`src/rtl/uart_pkg.sv`:
```
// Shared UART definitions: receiver state encoding and the parity helper used by
// both uart_tx and uart_rx.
package uart_pkg;

  typedef enum logic [2:0] {
    IDLE,
    START,
    DATA,
    PARITY,
    STOP
  } rx_state_t;

  // Widest data field the parity helper accepts; narrower words are zero-extended,
  // which leaves their XOR reduction unchanged.
  localparam int MAX_DATA_BITS = 16;

  localparam logic SYNC_IDLE_LEVEL = 1'b1;

  // Parity bit a transmitter appends: even -> ^data, odd -> ~^data.
  function automatic logic parity_bit(input logic [MAX_DATA_BITS-1:0] data,
                                      input logic                     odd);
    return (^data) ^ odd;
  endfunction

endpackage

```
`src/rtl/uart_sync2.sv`:
```
// Two-flop synchronizer for an asynchronous single-bit input; both stages reset to
// RESET_VAL so the output starts at the line's idle level.
module uart_sync2 #(
  parameter logic RESET_VAL = 1'b1
) (
  input  logic clk,
  input  logic reset,
  input  logic d,
  output logic q
);

  logic meta_q;
  logic sync_q;

  always_ff @(posedge clk or posedge reset) begin
    if (reset) begin
      meta_q <= RESET_VAL;
      sync_q <= RESET_VAL;
    end else begin
      meta_q <= d;
      sync_q <= meta_q;
    end
  end

  assign q = sync_q;

endmodule

```
`src/rtl/uart_rx.sv`:
```
// UART receiver: oversampled 8N1/8E1/8O1 frame recovery with a valid/ready byte
// output carrying parity, framing and overrun status.
module uart_rx
  import uart_pkg::*;
#(
  parameter int OVERSAMPLE = 16,
  parameter int DATA_BITS  = 8
) (
  input  logic                 clk,
  input  logic                 reset,
  input  logic                 oversample_tick,
  input  logic                 rx,
  input  logic                 parity_en,
  input  logic                 parity_odd,
  output logic                 out_valid,
  input  logic                 out_ready,
  output logic [DATA_BITS-1:0] out_data,
  output logic                 parity_err,
  output logic                 frame_err,
  output logic                 overrun,
  output logic                 busy
);

  localparam int CNT_W = $clog2(OVERSAMPLE);
  localparam int BIT_W = (DATA_BITS > 1) ? $clog2(DATA_BITS) : 1;

  localparam logic [CNT_W-1:0] MID_START = CNT_W'(OVERSAMPLE / 2 - 1);
  localparam logic [CNT_W-1:0] LAST_TICK = CNT_W'(OVERSAMPLE - 1);
  localparam logic [BIT_W-1:0] LAST_BIT  = BIT_W'(DATA_BITS - 1);

  logic rx_s;

  rx_state_t            state_q,      state_d;
  logic [CNT_W-1:0]     tick_cnt_q,   tick_cnt_d;
  logic [BIT_W-1:0]     bit_cnt_q,    bit_cnt_d;
  logic [DATA_BITS-1:0] shreg_q,      shreg_d;
  logic                 perr_q,       perr_d;
  logic                 armed_q,      armed_d;
  logic                 out_valid_q,  out_valid_d;
  logic [DATA_BITS-1:0] out_data_q,   out_data_d;
  logic                 parity_err_q, parity_err_d;
  logic                 frame_err_q,  frame_err_d;
  logic                 overrun_q,    overrun_d;

  logic last_tick;
  logic frame_done;
  logic ferr_now;

  uart_sync2 #(
    .RESET_VAL(SYNC_IDLE_LEVEL)
  ) u_sync (
    .clk  (clk),
    .reset(reset),
    .d    (rx),
    .q    (rx_s)
  );

  assign last_tick = (tick_cnt_q == LAST_TICK);

  always_ff @(posedge clk or posedge reset) begin
    if (reset) begin
      state_q      <= IDLE;
      tick_cnt_q   <= '0;
      bit_cnt_q    <= '0;
      shreg_q      <= '0;
      perr_q       <= 1'b0;
      armed_q      <= 1'b0;
      out_valid_q  <= 1'b0;
      out_data_q   <= '0;
      parity_err_q <= 1'b0;
      frame_err_q  <= 1'b0;
      overrun_q    <= 1'b0;
    end else begin
      state_q      <= state_d;
      tick_cnt_q   <= tick_cnt_d;
      bit_cnt_q    <= bit_cnt_d;
      shreg_q      <= shreg_d;
      perr_q       <= perr_d;
      armed_q      <= armed_d;
      out_valid_q  <= out_valid_d;
      out_data_q   <= out_data_d;
      parity_err_q <= parity_err_d;
      frame_err_q  <= frame_err_d;
      overrun_q    <= overrun_d;
    end
  end

  // Next state: everything advances only on oversample ticks. The tick counter
  // wraps from OVERSAMPLE-1 to 0 on its own because OVERSAMPLE is a power of two.
  always_comb begin
    state_d    = state_q;
    tick_cnt_d = tick_cnt_q;
    bit_cnt_d  = bit_cnt_q;
    shreg_d    = shreg_q;
    perr_d     = perr_q;
    armed_d    = armed_q;

    if (oversample_tick) begin
      if (rx_s) begin
        armed_d = 1'b1;
      end
      tick_cnt_d = tick_cnt_q + CNT_W'(1);

      unique case (state_q)
        IDLE: begin
          tick_cnt_d = '0;
          if (armed_q && !rx_s) begin
            state_d = START;
          end
        end
        START: begin
          if (tick_cnt_q == MID_START) begin
            tick_cnt_d = '0;
            bit_cnt_d  = '0;
            state_d    = rx_s ? IDLE : DATA;
          end
        end
        DATA: begin
          if (last_tick) begin
            shreg_d   = {rx_s, shreg_q[DATA_BITS-1:1]};
            bit_cnt_d = bit_cnt_q + BIT_W'(1);
            if (bit_cnt_q == LAST_BIT) begin
              perr_d  = 1'b0;
              state_d = parity_en ? PARITY : STOP;
            end
          end
        end
        PARITY: begin
          if (last_tick) begin
            perr_d  = rx_s ^ parity_bit(MAX_DATA_BITS'(shreg_q), parity_odd);
            state_d = STOP;
          end
        end
        STOP: begin
          // A low stop bit (break) disarms so a held-low line yields one byte only.
          if (last_tick) begin
            state_d = IDLE;
            if (!rx_s) begin
              armed_d = 1'b0;
            end
          end
        end
        default: begin
          state_d = IDLE;
        end
      endcase
    end
  end

  // Outputs: a completed frame loads unless a held byte is still unaccepted, in
  // which case the new byte is dropped and overrun pulses.
  always_comb begin
    busy         = (state_q != IDLE);
    frame_done   = oversample_tick && (state_q == STOP) && last_tick;
    ferr_now     = ~rx_s;
    out_valid_d  = out_valid_q;
    out_data_d   = out_data_q;
    parity_err_d = parity_err_q;
    frame_err_d  = frame_err_q;
    overrun_d    = 1'b0;

    if (frame_done) begin
      if (!out_valid_q || out_ready) begin
        out_valid_d  = 1'b1;
        out_data_d   = shreg_q;
        parity_err_d = perr_q;
        frame_err_d  = ferr_now;
      end else begin
        overrun_d = 1'b1;
      end
    end else if (out_valid_q && out_ready) begin
      out_valid_d = 1'b0;
    end
  end

  assign out_valid  = out_valid_q;
  assign out_data   = out_data_q;
  assign parity_err = parity_err_q;
  assign frame_err  = frame_err_q;
  assign overrun    = overrun_q;

endmodule

```
`config.mk`:
```
export PLATFORM = sky130hd
export DESIGN_NAME = uart_rx
export DESIGN_NICKNAME = d
export VERILOG_FILES = /design/src/rtl/uart_pkg.sv /design/src/rtl/uart_sync2.sv /design/src/rtl/uart_rx.sv
export SDC_FILE = /design/constraint.sdc
export NUM_CORES = 1
export LEC_CHECK = 0
export BUFFER_PORTS_ARGS = -buffer_cell sky130_fd_sc_hd__buf_4
export CORE_MARGIN = 3
export CORE_UTILIZATION = 40
export CTS_CLUSTER_SIZE = 24
export DETAILED_ROUTE_END_ITERATION = 6
export SLEW_MARGIN = 20
export SYNTH_ARGS = -nofsm -noshare
export SYNTH_HDL_FRONTEND = slang
export SYNTH_HIERARCHICAL = 1
export SYNTH_SLANG_ARGS = --single-unit
```
`constraint.sdc`:
```
create_clock -name clk -period 2.03 [get_ports clk]
set_input_delay 0.406 -clock clk [delete_from_list [all_inputs] [get_ports clk]]
set_output_delay 0.406 -clock clk [all_outputs]
set_load 0.02 [all_outputs]
```
* Word level (Yosys, flattened, before mapping)
Index checks and enable logic that the tools add are counted.
** Word-level totals
- Register bits :: 34
- Input port bits :: 7
- Word-level logic and storage cells :: 78
** Operators by class
- Bitwise operators :: 3
- Multiplexer cells :: 27
- Add/sub/neg operators :: 2
- Equality and inequality tests :: 14
- Reductions and logical operators :: 19
** Operators with widths (count)
- $mux 3 :: 9
- $reduce_xor 16->1 :: 1
- $pmux 3 s5 :: 1
- $mux 1 :: 12
- $ne 2x2->1 const B :: 6
- $pmux 4 s2 :: 1
- $reduce_and 7->1 :: 1
- $eq 3x2->1 const B :: 2
- $eq 3x3->1 const B :: 2
- $pmux 3 s2 :: 1
- $reduce_bool 2->1 :: 3
- $reduce_and 5->1 :: 1
- $add 4x1->4 const B :: 1
- $eq 4x3->1 const B :: 1
- $eq 4x4->1 const B :: 1
- $logic_and 1x1->1 :: 4
- $mux 4 :: 1
- $reduce_and 2->1 :: 2
- $reduce_and 4->1 :: 1
- $add 3x1->3 const B :: 1
- $eq 3x1->1 const B :: 1
- $logic_not 3->1 :: 1
- $reduce_and 3->1 :: 1
- $reduce_bool 3->1 :: 1
- 7 further kinds :: 9

* Depth between registers and ports, before layout
- Depth after elaboration :: 5
- Mapped depth :: 6
- Depth with buffers taken out :: 6

* Cells and area by module
Netlist, hierarchy kept.
** By module, submodules not included
- uart_rx :: instances 1, cells each 127, area each 1606.5 um^2, seq. area each 800.8 um^2
- uart_sync2 :: instances 1, cells each 3, area each 56.3 um^2, seq. area each 52.6 um^2

* Worst setup path before layout
Ideal clock, no wire load.
- Kind :: register -> register
- Start point :: register tick_cnt_q[0]
- End point :: register shreg_q[0]
- Stages on the path, launching flop included :: 7
- Period minus slack after synthesis :: 1.601 ns
- Path buffers :: 1
- Path slack :: 0.429 ns
- Data arrival time :: 1.476 ns
- Cells stage by stage :: dfrtp_1 -> ha_1 -> and4b_4 -> nand3_4 -> nor2_4 -> buf_12 -> mux2_4
** On the way
- Word-level cells in the longest chain between the ends :: 2
** RTL lines
- start, declared :: line uart_rx.sv:34 : logic [CNT_W-1:0] tick_cnt_q, tick_cnt_d;
- start signal, assigned :: line uart_rx.sv:75 : tick_cnt_q <= tick_cnt_d;
- $eq 4x4->1 :: line uart_rx.sv:58 : assign last_tick = (tick_cnt_q == LAST_TICK);
- $reduce_and 3->1 (no line)
- end signal, assigned :: line uart_rx.sv:77 : shreg_q <= shreg_d;
- end, declared :: line uart_rx.sv:36 : logic [DATA_BITS-1:0] shreg_q, shreg_d;
No other way between the ends.
A chain may end at the register's enable or synchronous reset.

* Worst setup path in the final report
- Start point :: register tick_cnt_q[0]
- End point :: register shreg_q[6]
The elaborated chain is that of the path after synthesis.

==> impl_metrics.yaml <==
outcome:
  status: "finished, final reports clean"
placed_design:
  port_buffers: 19
  gp_congestion: 0.792
  hpwl_um: 2060
  place_area_um2: 1850
sta:
  rsz0062_at_grt: "no"
  fmax_mhz: 550
  finalHoldViolations: 0
  setup_tns_ns: 0
  slew_violations: 0
  slew_headroom: 0.738
  clock_skew_ns: 0.00405
  fin_crit_ns: 1.82
  worst_slew_pin_slew_ns: 0.393
  period_share: 0.895
  finalSetupViolCount: 0
power:
  p_leak_uw: 0.000961
  powerDensity_nw_per_um2: 861
  vdd.ir_drop.worst_mv: 0.371
logic_synthesis:
  yosysMostFrequentCell: "dfrtp_1"
  muxShareOfSynthArea: 0.144
  synthAdderAreaFrac: 0.0226
  synthSimpleGateAreaFrac: 0.119
  netlist_area_um2: 1660
  async_flop_share: 1.00
  synth_seq_cells: 34
  synthTopCellsByCount: "32 x dfrtp_1, 9 x mux2_1, 8 x nand2_1"
  synth-compound-area-share: 0.104
  synth_top_area_frac: 0.482
  syn-mean-instance-area_um2: 12.8
  yosys.area.top_type: "dfrtp_1"
  seq_area_frac_synth: 0.513
  yosysWarnings: 6
  synth_cells: 130
  synth_area_leaders: "dfrtp_1 48%, mux2_4 6.3%, mux2_1 6.1%, dfstp_2 3.2%, xnor2_1 3.2%"
  synth_top_family_by_area: "multiplexers"
  postSynthNetCount: 140
  synthXorXnorAreaFrac: 0.0557
  synthDistinctLibCells: 41
  synth-edff-count: 0
  synth-main-ff-cell: "dfrtp_1"
critical_path:
  crit-reg2reg-launch: "tick_cnt_q[0]$_DFFE_PP0P_"
  crit_required_ns: 2.20
  crit_chain: "ha_1 > and4b_4 > nand3_4 > nor2_4 > mux2_1"
  critPathBufInv: 0
  path_delay_family: "simple AND/OR/NAND/NOR gates"
  cp_max_fo: 11
  worst-setup-path-type: "reg -> reg"
  startpoint_type: "flip-flop"
  critical_path_arrival_ns: 1.99
  end_kind: "flip-flop"
  startpoint: "tick_cnt_q[0]$_DFFE_PP0P_"
  crit_cells: 5
  slowest_stage: "dfrtp_1"
  cpPeakStageDelay_ns: 0.38
  reg2regPathDepth: 5
hold_path:
  hold_path_class: "in -> async"
routing:
  drtIter0Drc: 39
  routed_wirelength_um: 2810
  vias: 1034
  vias_per_cell: 5.07
  drc: 0
  drtPass1Iterations: 4
  ant_nets: 0
  wl_per_cell_um: 13.8
global_routing:
  grt_use_total: 0.129
  grt_overflow: 0
  grt_pass1_wl_um: 4970
  grt_max_degree: 33
  grt.met2_usage: 0.199
  use_met1: 0.161
  gr-max-usage-layer: "met2"
  first_global_vias: 1061
  grtUsageMet3: 0.0489
  antenna_found_initial: 0
clock_network:
  ctsHoldBuffers: 0
  path_clk_slew_ns: 0.07
  cts_tree: "yes"
  cts_max_path_buffers: 2
  root_buffer: "clkbuf_8"
  numCtsBuffers: 5
  cts_resized: 0
  clkLatencyLatePin_ns: 0.28
  htree_levels: 2
  clock_sinks: 34
  postCtsSetupBuffers: 0
cells_and_area:
  drive_gt1_frac: 0.314
  n_antenna_cell: 0
  syn_to_final_growth_pct: 16.7
  final_nets: 165
  design_area_um2: 1940
floorplan:
  die_area_um2: 4970
  die_y_um: 70.5
  core_um2: 3830
  ios: 20
  rows: 22
  initial_core_util: 0.435
  die_w_um: 70.5
run:
  maxCapViolations: 0
[metal layers]
layer,share of wire,vias up
met2,0.46,20
met1,0.47,497
met4,0.018,0
met5,0,-
li1,-,512
met3,0.046,5
[registers in the layout, summed over array words and instances (netlist names), 3 cells and up]
name	cells
tick_cnt_q	4
shreg_q	8
bit_cnt_q	3
out_data	8
state_q	3
[worst reg2reg max path: stages (launching register included)]
cell,delay [ns]
dfrtp_1,0.38
ha_1,0.25
and4b_4,0.30
nand3_4,0.09
nor2_4,0.33
mux2_1,0.36
[path summary, 6_finish.rpt]
| check | end | slack, ns |
|---|---|---|
| max reg2reg | shreg_q[6]$_DFFE_PP0P_ | 0.21 |
| max in group asynchronous | out_data[4]$_DFFE_PP0P_ | 1.54 |
| min in group clk | u_sync/meta_q$_DFF_PP1_ | 0.23 |
| min reg2reg | u_sync/q$_DFF_PP1_ | 0.36 |
| max | shreg_q[6]$_DFFE_PP0P_ | 0.21 |
| min | u_sync/meta_q$_DFF_PP1_ | 0.15 |
[cell usage in the layout (no fill, tap or decap), types with 5 or more instances in the layout]
cell,n
dfrtp_1,32
mux2_1,9
buf_4,24
clkbuf_8,6
mux2_4,7
o21ai_0,5
xnor2_1,6
nor2_1,5
nand2_1,8
[cell type report]
cell class / instances / area (um^2)
clock buffer: 7 / 86.3
multi-input combinational: 86 / 741
sequential: 34 / 853
inverter: 4 / 15.0
fill: 346 / 1890
timing repair buffer: 24 / 180
clock inverter: 1 / 5.00
tap: 48 / 60.1
[through the flow]
step	hold WS, ns	setup slack [ns]	util	total power, uW	instances
2_1_floorplan	0.318	0.429	-	1090	130
3_3_place_gp	0.347	0.259	0.483	1170	196
3_5_place_dp	0.354	0.204	0.483	1180	196
4_1_cts	0.142	0.197	0.507	1690	204
5_1_grt	0.149	0.0839	0.507	1780	204
6_report	0.150	0.213	0.507	1670	204
[kinds of logic (layout without fill, tap and decap cells)]
kind of cell    count (synthesis)  count (layout)
buf+inv                        10              36
mux                            19              19
flops                          34              34
xor+xnor                        9               9
compound gates                 24              24
simple gates                   31              31
fa+ha+maj                       3               3
[power breakdown]
group / internal, uW / leakage [uW] / switching [uW]
clock: 273 / 0.0000482 / 228
sequential: 740 / 0.000450 / 87.0
combinational: 168 / 0.000463 / 175
No activity file was read; power rests on OpenSTA's default activity.
